File: config.mk
export PLATFORM = sky130hd
export DESIGN_NAME = icb_arb_5to1_rr_flat
export DESIGN_NICKNAME = d
export VERILOG_FILES = /design/src/rtl/icb_arb_5to1_rr_if.sv /design/src/rtl/icb_arb_5to1_rr.sv /design/src/flat_wrapper.sv
export SDC_FILE = /design/constraint.sdc
export NUM_CORES = 1
export LEC_CHECK = 0
export ABC_CLOCK_PERIOD_IN_PS = 10460
export BUFFER_PORTS_ARGS = -buffer_cell sky130_fd_sc_hd__clkbuf_2
export CORE_MARGIN = 4
export CORE_UTILIZATION = 50
export CTS_CLUSTER_DIAMETER = 50
export DETAILED_ROUTE_END_ITERATION = 6
export HOLD_SLACK_MARGIN = 0.12
export PLACE_DENSITY_LB_ADDON = 0.12
export SLEW_MARGIN = 5
export SYNTH_ARGS = -nofsm -noshare
export SYNTH_HDL_FRONTEND = slang
export SYNTH_SLANG_ARGS = --single-unit
File: constraint.sdc
create_clock -name clk -period 10.46 [get_ports clk]
set_clock_uncertainty 0.05 [all_clocks]
set_input_delay 0 -clock clk [delete_from_list [all_inputs] [get_ports clk]]
set_output_delay 0 -clock clk [all_outputs]
set_load 0.01 [all_outputs]
File: src/rtl/icb_arb_5to1_rr_if.sv
`default_nettype none
// ============================================================================
// Module   : icb_arb_5to1_rr_if
// Purpose  : Bundles the requester valid lines, the snooped master-side ICB
//            handshakes and the arbiter status outputs of icb_arb_5to1_rr.
// Ports    : req_vld      - raw cmd.valid of each requester (before the mux)
//            m_cmd_*      - master-side command channel (mux output)
//            m_w_*        - master-side write-data handshake
//            m_rsp_*      - master-side response handshake
//            sel          - mux select (0..4 granted, 7 none)
//            busy         - a grant is being held
//            timeout_err  - watchdog released a stuck grant (1-cycle pulse)
// Modports : slave  - the arbiter (consumes handshakes, drives sel/status)
//            master - the environment (drives handshakes, observes sel/status)
// Revision : 1.0 - initial release
// ============================================================================
interface icb_arb_5to1_rr_if #(
  parameter int N_REQ = 5,
  parameter int LEN_W = 8
);
  logic [N_REQ-1:0] req_vld;
  logic             m_cmd_valid;
  logic             m_cmd_ready;
  logic             m_cmd_read;
  logic [LEN_W-1:0] m_cmd_len;
  logic             m_w_valid;
  logic             m_w_ready;
  logic             m_rsp_valid;
  logic             m_rsp_ready;
  logic [2:0]       sel;
  logic             busy;
  logic             timeout_err;

  modport slave (
    input  req_vld, m_cmd_valid, m_cmd_ready, m_cmd_read, m_cmd_len,
           m_w_valid, m_w_ready, m_rsp_valid, m_rsp_ready,
    output sel, busy, timeout_err
  );

  modport master (
    output req_vld, m_cmd_valid, m_cmd_ready, m_cmd_read, m_cmd_len,
           m_w_valid, m_w_ready, m_rsp_valid, m_rsp_ready,
    input  sel, busy, timeout_err
  );
endinterface
`default_nettype wire

File: src/rtl/icb_arb_5to1_rr.sv
`default_nettype none
// ============================================================================
// Module   : icb_arb_5to1_rr
// Purpose  : Round-robin arbiter and transaction tracker producing the select
//            for the 5:1 ICB requester mux. A grant is held until the command,
//            all write beats and all responses of the transaction complete,
//            or until the watchdog expires.
// Ports    : clk  - clock
//            rst  - synchronous reset, active-high
//            bus  - icb_arb_5to1_rr_if.slave (handshake snoop + sel/status)
// Revision : 1.0 - initial release
// ============================================================================
module icb_arb_5to1_rr #(
  parameter int N_REQ       = 5,     // sel encoding assumes exactly 5
  parameter int LEN_W       = 8,     // must match the interface LEN_W
  parameter int TIMEOUT_CYC = 1024   // 0 disables the watchdog
) (
  input  wire logic        clk,
  input  wire logic        rst,
  icb_arb_5to1_rr_if.slave bus
);

  typedef enum logic [2:0] {
    ST_IDLE = 3'd0,
    ST_CMD  = 3'd1,
    ST_WDAT = 3'd2,
    ST_WRSP = 3'd3,
    ST_RRSP = 3'd4
  } state_t;

  localparam logic [2:0]       c_sel_none = 3'd7;
  localparam logic [2:0]       c_last_rst = 3'(N_REQ - 1);
  localparam int               CYC_W      = (TIMEOUT_CYC > 1) ? $clog2(TIMEOUT_CYC) : 1;
  localparam logic [CYC_W-1:0] c_cyc_max  = CYC_W'(TIMEOUT_CYC - 1);

  state_t           r_state, w_state_n;
  logic [2:0]       r_sel, w_sel_n;
  logic [2:0]       r_last, w_last_n;
  logic [LEN_W:0]   r_beats, w_beats_n;
  logic [LEN_W:0]   r_cnt, w_cnt_n;   // write beats in WDAT, responses in RRSP
  logic [CYC_W-1:0] r_cyc, w_cyc_n;

  logic             w_cmd_hs, w_w_hs, w_r_hs;
  logic             w_req_granted;
  logic [2:0]       w_winner;
  logic             w_any_req;
  logic             w_done;
  logic             w_timeout;
  logic [LEN_W:0]   w_len_beats;
  logic [LEN_W:0]   w_cnt_inc;

  assign w_cmd_hs    = bus.m_cmd_valid & bus.m_cmd_ready;
  assign w_w_hs      = bus.m_w_valid   & bus.m_w_ready;
  assign w_r_hs      = bus.m_rsp_valid & bus.m_rsp_ready;
  assign w_any_req   = |bus.req_vld;
  assign w_len_beats = {1'b0, bus.m_cmd_len} + {{LEN_W{1'b0}}, 1'b1};
  assign w_cnt_inc   = r_cnt + {{LEN_W{1'b0}}, 1'b1};

  // Valid line of the currently granted requester (0 when nothing granted).
  always_comb begin
    w_req_granted = 1'b0;
    for (int i = 0; i < N_REQ; i++) begin
      if (r_sel == 3'(i)) w_req_granted = bus.req_vld[i];
    end
  end

  // Round-robin pick: first set bit starting just after the last winner.
  always_comb begin
    logic found;
    found    = 1'b0;
    w_winner = c_sel_none;
    for (int k = 1; k <= N_REQ; k++) begin
      for (int i = 0; i < N_REQ; i++) begin
        if (!found && (i == (int'(r_last) + k) % N_REQ) && bus.req_vld[i]) begin
          w_winner = 3'(i);
          found    = 1'b1;
        end
      end
    end
  end

  always_ff @(posedge clk) begin
    if (rst) begin
      r_state <= ST_IDLE;
      r_sel   <= c_sel_none;
      r_last  <= c_last_rst;
      r_beats <= '0;
      r_cnt   <= '0;
      r_cyc   <= '0;
    end else begin
      r_state <= w_state_n;
      r_sel   <= w_sel_n;
      r_last  <= w_last_n;
      r_beats <= w_beats_n;
      r_cnt   <= w_cnt_n;
      r_cyc   <= w_cyc_n;
    end
  end

  always_comb begin
    w_state_n = r_state;
    w_sel_n   = r_sel;
    w_last_n  = r_last;
    w_beats_n = r_beats;
    w_cnt_n   = r_cnt;
    w_cyc_n   = r_cyc + CYC_W'(1);
    w_done    = 1'b0;
    w_timeout = 1'b0;

    case (r_state)
      ST_IDLE: begin
        // Handshakes seen here belong to nobody and are dropped.
        w_cyc_n = '0;
        if (w_any_req) begin
          w_sel_n   = w_winner;
          w_state_n = ST_CMD;
        end
      end
      ST_CMD: begin
        if (w_cmd_hs) begin
          w_beats_n = w_len_beats;
          if (bus.m_cmd_read) begin
            w_cnt_n   = '0;
            w_state_n = ST_RRSP;
          end else if (w_w_hs) begin
            // First write beat may ride along with the command.
            w_cnt_n   = {{LEN_W{1'b0}}, 1'b1};
            w_state_n = (w_len_beats == {{LEN_W{1'b0}}, 1'b1}) ? ST_WRSP : ST_WDAT;
          end else begin
            w_cnt_n   = '0;
            w_state_n = ST_WDAT;
          end
        end else if (!w_req_granted) begin
          // Requester withdrew before the command went out: release without
          // advancing the round-robin pointer.
          w_state_n = ST_IDLE;
          w_sel_n   = c_sel_none;
        end
      end
      ST_WDAT: begin
        if (w_w_hs) begin
          w_cnt_n = w_cnt_inc;
          if (w_cnt_inc == r_beats) w_state_n = ST_WRSP;
        end
      end
      ST_WRSP: begin
        if (w_r_hs) w_done = 1'b1;
      end
      ST_RRSP: begin
        if (w_r_hs) begin
          w_cnt_n = w_cnt_inc;
          if (w_cnt_inc == r_beats) w_done = 1'b1;
        end
      end
      default: begin
        w_state_n = ST_IDLE;
        w_sel_n   = c_sel_none;
      end
    endcase

    // Completion takes precedence over the watchdog in the same cycle.
    if (w_done) begin
      w_state_n = ST_IDLE;
      w_sel_n   = c_sel_none;
      w_last_n  = r_sel;
    end else if ((TIMEOUT_CYC != 0) && (r_state != ST_IDLE) && (r_cyc == c_cyc_max)) begin
      w_timeout = 1'b1;
      w_state_n = ST_IDLE;
      w_sel_n   = c_sel_none;
      w_last_n  = r_sel;
    end
  end

  assign bus.sel         = r_sel;
  assign bus.busy        = (r_state != ST_IDLE);
  // A reset cycle abandons the transaction silently.
  assign bus.timeout_err = w_timeout & ~rst;

endmodule
`default_nettype wire

File: src/flat_wrapper.sv
// flat-port wrapper written by rule: the top's interface ports become plain ports
module icb_arb_5to1_rr_flat 
#(
  parameter int N_REQ       = 5,                                      
  parameter int LEN_W       = 8,                                      
  parameter int TIMEOUT_CYC = 1024                             
)
  (clk, rst, bus_req_vld, bus_m_cmd_valid, bus_m_cmd_ready, bus_m_cmd_read, bus_m_cmd_len, bus_m_w_valid, bus_m_w_ready, bus_m_rsp_valid, bus_m_rsp_ready, bus_sel, bus_busy, bus_timeout_err);
  icb_arb_5to1_rr_if #(.N_REQ(N_REQ), .LEN_W(LEN_W)) bus_i ();
  input  wire logic clk;
  input  wire logic rst;
  input wire logic [$bits(bus_i.req_vld)-1:0] bus_req_vld;
  input wire logic [$bits(bus_i.m_cmd_valid)-1:0] bus_m_cmd_valid;
  input wire logic [$bits(bus_i.m_cmd_ready)-1:0] bus_m_cmd_ready;
  input wire logic [$bits(bus_i.m_cmd_read)-1:0] bus_m_cmd_read;
  input wire logic [$bits(bus_i.m_cmd_len)-1:0] bus_m_cmd_len;
  input wire logic [$bits(bus_i.m_w_valid)-1:0] bus_m_w_valid;
  input wire logic [$bits(bus_i.m_w_ready)-1:0] bus_m_w_ready;
  input wire logic [$bits(bus_i.m_rsp_valid)-1:0] bus_m_rsp_valid;
  input wire logic [$bits(bus_i.m_rsp_ready)-1:0] bus_m_rsp_ready;
  output wire logic [$bits(bus_i.sel)-1:0] bus_sel;
  output wire logic [$bits(bus_i.busy)-1:0] bus_busy;
  output wire logic [$bits(bus_i.timeout_err)-1:0] bus_timeout_err;
  assign bus_i.req_vld = bus_req_vld;
  assign bus_i.m_cmd_valid = bus_m_cmd_valid;
  assign bus_i.m_cmd_ready = bus_m_cmd_ready;
  assign bus_i.m_cmd_read = bus_m_cmd_read;
  assign bus_i.m_cmd_len = bus_m_cmd_len;
  assign bus_i.m_w_valid = bus_m_w_valid;
  assign bus_i.m_w_ready = bus_m_w_ready;
  assign bus_i.m_rsp_valid = bus_m_rsp_valid;
  assign bus_i.m_rsp_ready = bus_m_rsp_ready;
  assign bus_sel = bus_i.sel;
  assign bus_busy = bus_i.busy;
  assign bus_timeout_err = bus_i.timeout_err;
  icb_arb_5to1_rr #(.N_REQ(N_REQ), .LEN_W(LEN_W), .TIMEOUT_CYC(TIMEOUT_CYC)) u_core (.clk(clk), .rst(rst), .bus(bus_i));
endmodule
==> results of run 1 <==
==> synthesized netlist by cell type (13+ instances only) <==
master	number	area [um2]
or3_1	16	100
nor2b_1	13	81.3
nor2_1	74	278
dfxtp_1	37	741
nor3_1	25	125
o21ai_0	33	165
nand2_1	56	210
a211oi_1	13	97.6
inv_1	31	116
clkbuf_1	17	63.8
nand3_1	28	140
ha_1	32	400
a21oi_1	50	250
nand4_1	14	87.6
xnor2_1	14	123
mux2i_1	14	140
==> cell usage in the layout, fill, tap and decap left out, types with 6 or more instances in the layout <==
cell and instances:
a211oi_1 13, a31oi_1 6, nand2b_1 12, xor2_1 11
nor2b_1 13, ha_1 32, clkbuf_2 26, a21oi_1 50
nand3_1 28, mux2_2 6, o21a_1 6, nor3_1 25
dlygate4sd3_1 11, and2_1 8, nand4_1 14, dfxtp_1 37
nor2_1 74, and3_1 7, o211ai_1 10, xnor2_1 14
or3_1 16, inv_1 31, mux2i_1 14, nor4_1 8
nand2_1 56, o21ai_0 33
==> through the flow <==
| stage | setup WS [ns] | util, % | instance area [um2] | cells | hold WS, ns |
|---|---|---|---|---|---|
| 3_5_place_dp | 4.48 | 53.9 | 5050 | 806 | 0.197 |
| 5_1_grt | 3.86 | 56.0 | 5250 | 825 | 0.148 |
| 3_3_place_gp | 4.62 | 53.9 | 5050 | 806 | 0.187 |
| 6_report | 4.30 | 56.0 | 5250 | 825 | 0.129 |
| 4_1_cts | 4.45 | 56.0 | 5250 | 825 | 0.129 |
| 2_1_floorplan | 5.31 | - | 4870 | 678 | 0.0456 |
==> where the power goes <==
part | internal, uW | total (uW) | switching [uW]
Sequential | 147 | 155 | 8.89
Clock | 46.2 | 96.3 | 50.1
Combinational | 37.4 | 90.7 | 53.3
==> cell type report <==
cell class,count,area (um2)
well taps,129,161
repair buffers,42,278
fillers,935,4130
clock inverters,2,10.0
clock buffers,6,72.6
multi-input cells,574,3850
flip-flops and latches,37,741
inverters,35,134
==> registers in the layout, summed over array words and instances (netlist names) <==
register        flops
u_core.r_last       3
u_core.bus.sel      3
u_core.r_cnt        9
u_core.r_cyc       10
u_core.r_state      3
u_core.r_beats      9
==> routing by layer <==
metal / track usage (%) / vias up / routed length, um
li1: - / 2546 / -
met1: 34.7 / 2394 / 6480
met2: 38.3 / 187 / 6070
met3: 3.43 / 29 / 954
met4: 6.67 / 0 / 303
met5: 0 / - / 0
==> kinds of logic (layout without fill, tap and decap cells) <==
group,after synthesis,count (layout),synth area share (%)
AO/OA/AOI/OAI,194,194,28.2
XOR/XNOR,28,28,5.73
adder cells (fa/ha/maj),33,33,8.43
buffers and inverters,67,85,5.76
flip-flops,37,37,15.2
multiplexers,22,22,5.01
AND/OR/NAND/NOR,297,297,31.7
==> worst max-delay path, delay by kind of cell (launching register included) <==
family          cells  cell delay, ns
compound gates      3            0.68
fa+ha+maj           3            1.77
buf+inv             3            0.73
flops               1            0.31
mux                 1            0.30
simple gates        8            2.12
==> how the worst min path moves through the flow <==
| stage | depth (start not counted) | from | slack [ns] | endpoint |
|---|---|---|---|---|
| floorplan | 1 | bus_m_cmd_len[0] | 0.05 | u_core.r_beats[0] |
| global placement | 2 | bus_m_cmd_len[0] | 0.19 | u_core.r_beats[0] |
| detailed placement | 2 | bus_m_cmd_len[0] | 0.20 | u_core.r_beats[0] |
| CTS | 4 | bus_req_vld[3] | 0.13 | u_core.bus.sel[2] |
| global route | 2 | rst | 0.15 | u_core.r_cnt[3] |
| finish | 2 | rst | 0.13 | u_core.r_cnt[7] |
==> what timing repair did <==
item	CTS	global route
endpoints found under the hold margin	10	0
hold buffers	11	0
setup endpoints to repair	0	0
==> impl_results.md, run 1 <==
- Status: finished clean
- Max Root-Sink Buffers: 2
- Setup crit end kind: flop
- Yosys cell types: 92
- CP Launch Type: flop
- Gr ovfl total: 0
- Post-CTS Resized: 0
- Initial antenna violation count: 0
- Ys Warns: 0
- Hpwl dp: 10.5 mm
- Die ar.: 11400 um2
- Cells after Synth: 678
- Max_cap viols: 0
- Clock slew at the register clock pins of the worst setup and hold paths: 0.08 ns
- DRT iter0 DRCs: 393
- TritonCTS clock tree: yes
- Area grow syn2layout: 7.71%
- Gpl congestion: 0.894
- Vias in the first global route: 4740
- Crit-path max FO: 52
- Period minus WS final: 6.16 ns
- FP Rows: 35
- Total track usage: 24.3%
- CTS sink cnt: 37
- Number of vias per cell: 6.25
- Worst R2R Path Depth: 18
- WP data required: 10.55 ns
- Crit. Startpoint: u_core.r_last[0]
- Worst Setup EP: u_core.bus.sel[0]
- Crit path cell chain: buf_4, inv_1, buf_4, ha_1, ha_1, nor4b_1, nor4_1, nor2_1, ha_1, nor2b_1, a221o_1, o21ai_1, mux2i_1, nor4_2, or4_1, nor4_1, or4_4, o311ai_2
- #FFs+latches synth: 37
- Fmax: 0.162 GHz
- Prevailing post-synth register cell: dfxtp_1
- Hold Path Class: input pin to flop
- Slew margin rel.: 38.8%
- Worst path slowest cell: ha_1
- Slew at the pin closest to its max-slew limit: 0.917 ns
- # DRC: 0
- Synth Cell Area: 4870 um2
- Pleak: 0.00203 uW
- Final Hold Fails: 0
- Layout Nets: 749
- Postcts setup bufs: 0
- Initial Util: 52.0%
- Critical path type: flop to flop
- Synthesized net count: 732
- Die Ht: 107 um
- Crit share post-route: 58.9%
- IO Pins: 27
- Crit path top cell by count: ha_1
- Power Density: 65.3 nW/um2
- Routed len/inst: 16.7 um
- RR Startpoint: u_core.r_last[0]
- Unrepaired setup endpoints after global routing: false
- Setup violations, final: 0
- Total Power Consumption: 342 uW
- Die X: 107 um
- Root buffer cell: clkbuf_8
- Fraction of layout cells with a size suffix above 1: 11.1%
- Critical path arrival: 6.25 ns
- EDFF count, synth: 0
- Largest net degree at the start of global routing: 53
- R2r endpoint: u_core.bus.sel[0]
- FF-to-FF setup slack: 4.30 ns
- H-tree depth: 2
- Crit path largest cell delay: 0.92 ns
- Sequential-to-total area share from yosys stat: 15.2%
- Max Slew Vio Count: 0
- I/O Buffers: 26
- VDD IR max: 66.4 uV
- Antenna violation net count after detailed routing: 0
- Sum Neg Setup Slack: 0 ns
- Ant. Diodes: 0
- Vias: 5156
- TritonRoute pass-1 iters: 5
- Async set-reset flop share out of synthesis: 0%
- Floorplan core area: 9370 um2
- DRT Wirelength: 13.8 mm
- Clk_lat worst skew: 0.29 ns
- Mean Syn Cell Area: 7.18 um2
- Num CTS Buffers: 5
- First-pass GRT wire length: 23.0 mm
No activity file was read; power rests on OpenSTA's default activity.
==> run 2: changes to the inputs <==
- ABC_CLOCK_PERIOD_IN_PS: 10460 -> 5000
- clock period: 10.46 -> 5 ns (I/O delays scaled with it)
==> impl_results.md, run 2 (synthesized netlist as in run 1, its figures left out) <==
- Vias: 5217 (+1.2%)
- Power Density: 145 nW/um2 (+120%)
- Root buffer cell: clkbuf_8
- Largest Register: u_core.r_cyc
- Slew at the pin closest to its max-slew limit: 0.789 ns (-0.128 ns)
- Initial antenna violation count: 0 (unchanged)
- Cell area after layout: 5470 um2 (+4.3%)
- Max_cap viols: 0 (unchanged)
- Vias in the first global route: 4857 (+2.5%)
- Num CTS Buffers: 5 (unchanged)
- Gate power share: 24.6% (-1.9 points)
- CTS sink cnt: 37 (unchanged)
- Final worst slack: 0.268 ns (-4.04 ns)
- Ant. Diodes: 0 (unchanged)
- Post-place instance area: 5190 um2 (+2.7%)
- Pleak: 0.00213 uW (+4.9%)
- IO Pins: 27 (unchanged)
- Crit share post-route: 94.6% (+36 points)
- FP Rows: 35 (unchanged)
- Gpl congestion: 0.948 (+6.1%)
- Hold Path Class: input pin to flop
- Crit path top cell by count: ha_1
- Postcts setup bufs: 0 (unchanged)
- RR Startpoint: u_core.r_last[0]
- Number of vias per cell: 6.20 (-0.74%)
- Post-Place Setup Slack: 0.119 ns (-4.36 ns)
- Period minus WS final: 4.73 ns (-1.42 ns)
- Filler cells: 915 (-2.1%)
- Max reg flops: 10 (unchanged)
- Die ar.: 11400 um2 (unchanged)
- Critical path arrival: 4.89 ns (-1.36 ns)
- Crit-path max FO: 7 (-87%)
- Crit path buf inv count: 2 (-1)
- Clk_lat worst skew: 0.29 ns (about the same)
- Status: finished clean
- First-pass GRT wire length: 23.6 mm (+2.6%)
- DRT iter0 DRCs: 418 (+6.4%)
- Die X: 107 um (unchanged)
- Setup violations, final: 0 (unchanged)
- TritonRoute pass-1 iters: 5 (unchanged)
- Clk network pwr share: 34.7% (+6.6 points)
- Routed len/inst: 16.8 um (+0.67%)
- Internal: 549 uW (+140%)
- Die Ht: 107 um (unchanged)
- Clock slew at the register clock pins of the worst setup and hold paths: 0.08 ns (about the same)
- WP data required: 5.16 ns (-5.39 ns)
- Critical path type: flop to flop
- Commonest non-fill, non-tap cell in the layout: nor2_1
- Area grow syn2layout: 12.4%
- Crit. Startpoint: u_core.r_last[0]
- Max Slew Vio Count: 0 (unchanged)
- Most frequent cells in the layout: nor2_1, nand2_1, a21oi_1
- Slew margin rel.: 47.3% (+8.4 points)
- Antenna violation net count after detailed routing: 0 (unchanged)
- Hpwl dp: 11.0 mm (+4.8%)
- Worst Min Path Start: bus_m_cmd_len[1]
- TritonCTS clock tree: yes
- H-tree depth: 2 (unchanged)
- Total track usage: 24.9% (+0.51 points)
- Switch Pwr: 247 uW (+120%)
- Gr ovfl total: 0 (unchanged)
- Floorplan core area: 9370 um2 (unchanged)
- Fraction of layout cells with a size suffix above 1: 14.2% (+3.1 points)
- Setup crit end kind: flop
- CP Launch Type: flop
- CP top delay family: compound AO/OA/AOI/OAI gates
- # DRC: 0 (unchanged)
- Max Root-Sink Buffers: 2 (unchanged)
- I/O Buffers: 26 (unchanged)
- Final Hold Fails: 0 (unchanged)
- DRT Wirelength: 14.2 mm (+2.6%)
- Initial Util: 52.0% (unchanged)
- Fmax: 0.211 GHz (+30%)
- Seq pwr share: 40.7% (-4.7 points)
- Crit path largest cell delay: 0.54 ns (-0.38 ns)
- VDD IR max: 120 uV (+80%)
- Crit path cell chain: inv_1, ha_1, xnor2_4, inv_2, ha_1, or2_1, o211ai_1, nand2_1, ha_1, nor2b_1, o32a_2, mux2i_1, o211a_1, o2111ai_4, nor4_2, or4_4, o311ai_2
- Sw Ratio: 31.0% (-1.8 points)
- Regs by FF count: u_core.r_cyc x10, u_core.r_beats x9, u_core.r_cnt x9
- Worst path slowest cell: or4_4
- Largest net degree at the start of global routing: 34 (-36%)
- Layout Nets: 765 (+2.1%)
## run 2: cell count changes in the layout (fill, tap and decap cells not counted), moves of 2 or more
cell	previous run	this run
buf_4	5	23
clkinv_2	2	0
dlygate4sd3_1	11	9
nor4_4	0	2
## run 2: metal layers
layer  up-vias  global-route usage, %  wire, um
li1       2585                      -         -
met1      2440                   35.1      6480
met2       164                   39.9      6450
met3        28                   4.03       942
met4         0                   5.11       295
met5         -                      0         0
## run 2: worst register-to-register path: stages, from the launching register on
cell and delay [ns]:
dfxtp_1 0.40, inv_1 0.08, ha_1 0.27, xnor2_4 0.26, inv_2 0.11, ha_1 0.25, or2_1 0.27, o211ai_1 0.29
nand2_1 0.17, ha_1 0.28, nor2b_1 0.17, o32a_2 0.39, mux2i_1 0.16, o211a_1 0.26, o2111ai_4 0.31, nor4_2 0.11
or4_4 0.54, o311ai_2 0.27
## run 2: final timing paths
kind / cells after the start / to / slack, ns
max: 17 / u_core.bus.sel[0] / 0.27
min: 5 / u_core.r_beats[1] / 0.12
max reg2reg: 17 / u_core.bus.sel[0] / 0.27
min reg2reg: 2 / u_core.r_beats[1] / 0.42
## run 2: repair_timing
| item | CTS | global route |
|---|---|---|
| endpoints found under the hold margin | 9 | 0 |
| gates resized for setup | 0 | 11 |
| endpoints found under the setup margin | 0 | 3 |
| hold buffers | 9 | 0 |
## run 2: final cells by class
type | instances | area (um2) | share of cell area, %
clock buffers | 6 | 82.6 | 1.51
clock inverters | 2 | 37.5 | 0.686
inverters | 35 | 134 | 2.45
multi-input cells | 574 | 3920 | 71.7
flip-flops and latches | 37 | 741 | 13.5
well taps | 129 | 161 | 2.95
repair buffers | 58 | 393 | 7.18
## run 2: through the flow
stage          setup TNS (ns)  power, uW  hold slack (ns)  cells  util, %
2_1_floorplan               0        456           0.0456    678        -
4_1_cts                     0        793            0.121    841     57.6
5_1_grt              -0.00372        839            0.164    841     58.4
3_3_place_gp                0        509            0.191    824     55.4
3_5_place_dp                0        512            0.199    824     55.4
6_report                    0        796            0.121    841     58.4
## run 2: power by group through the flow
stage / logic, uW / clock network (uW) / registers [uW]
6_report: 196 / 276 / 324
5_1_grt: 217 / 296 / 326
4_1_cts: 188 / 282 / 323
3_5_place_dp: 182 / 0 / 330
3_3_place_gp: 179 / 0 / 330
2_1_floorplan: 131 / 0 / 325
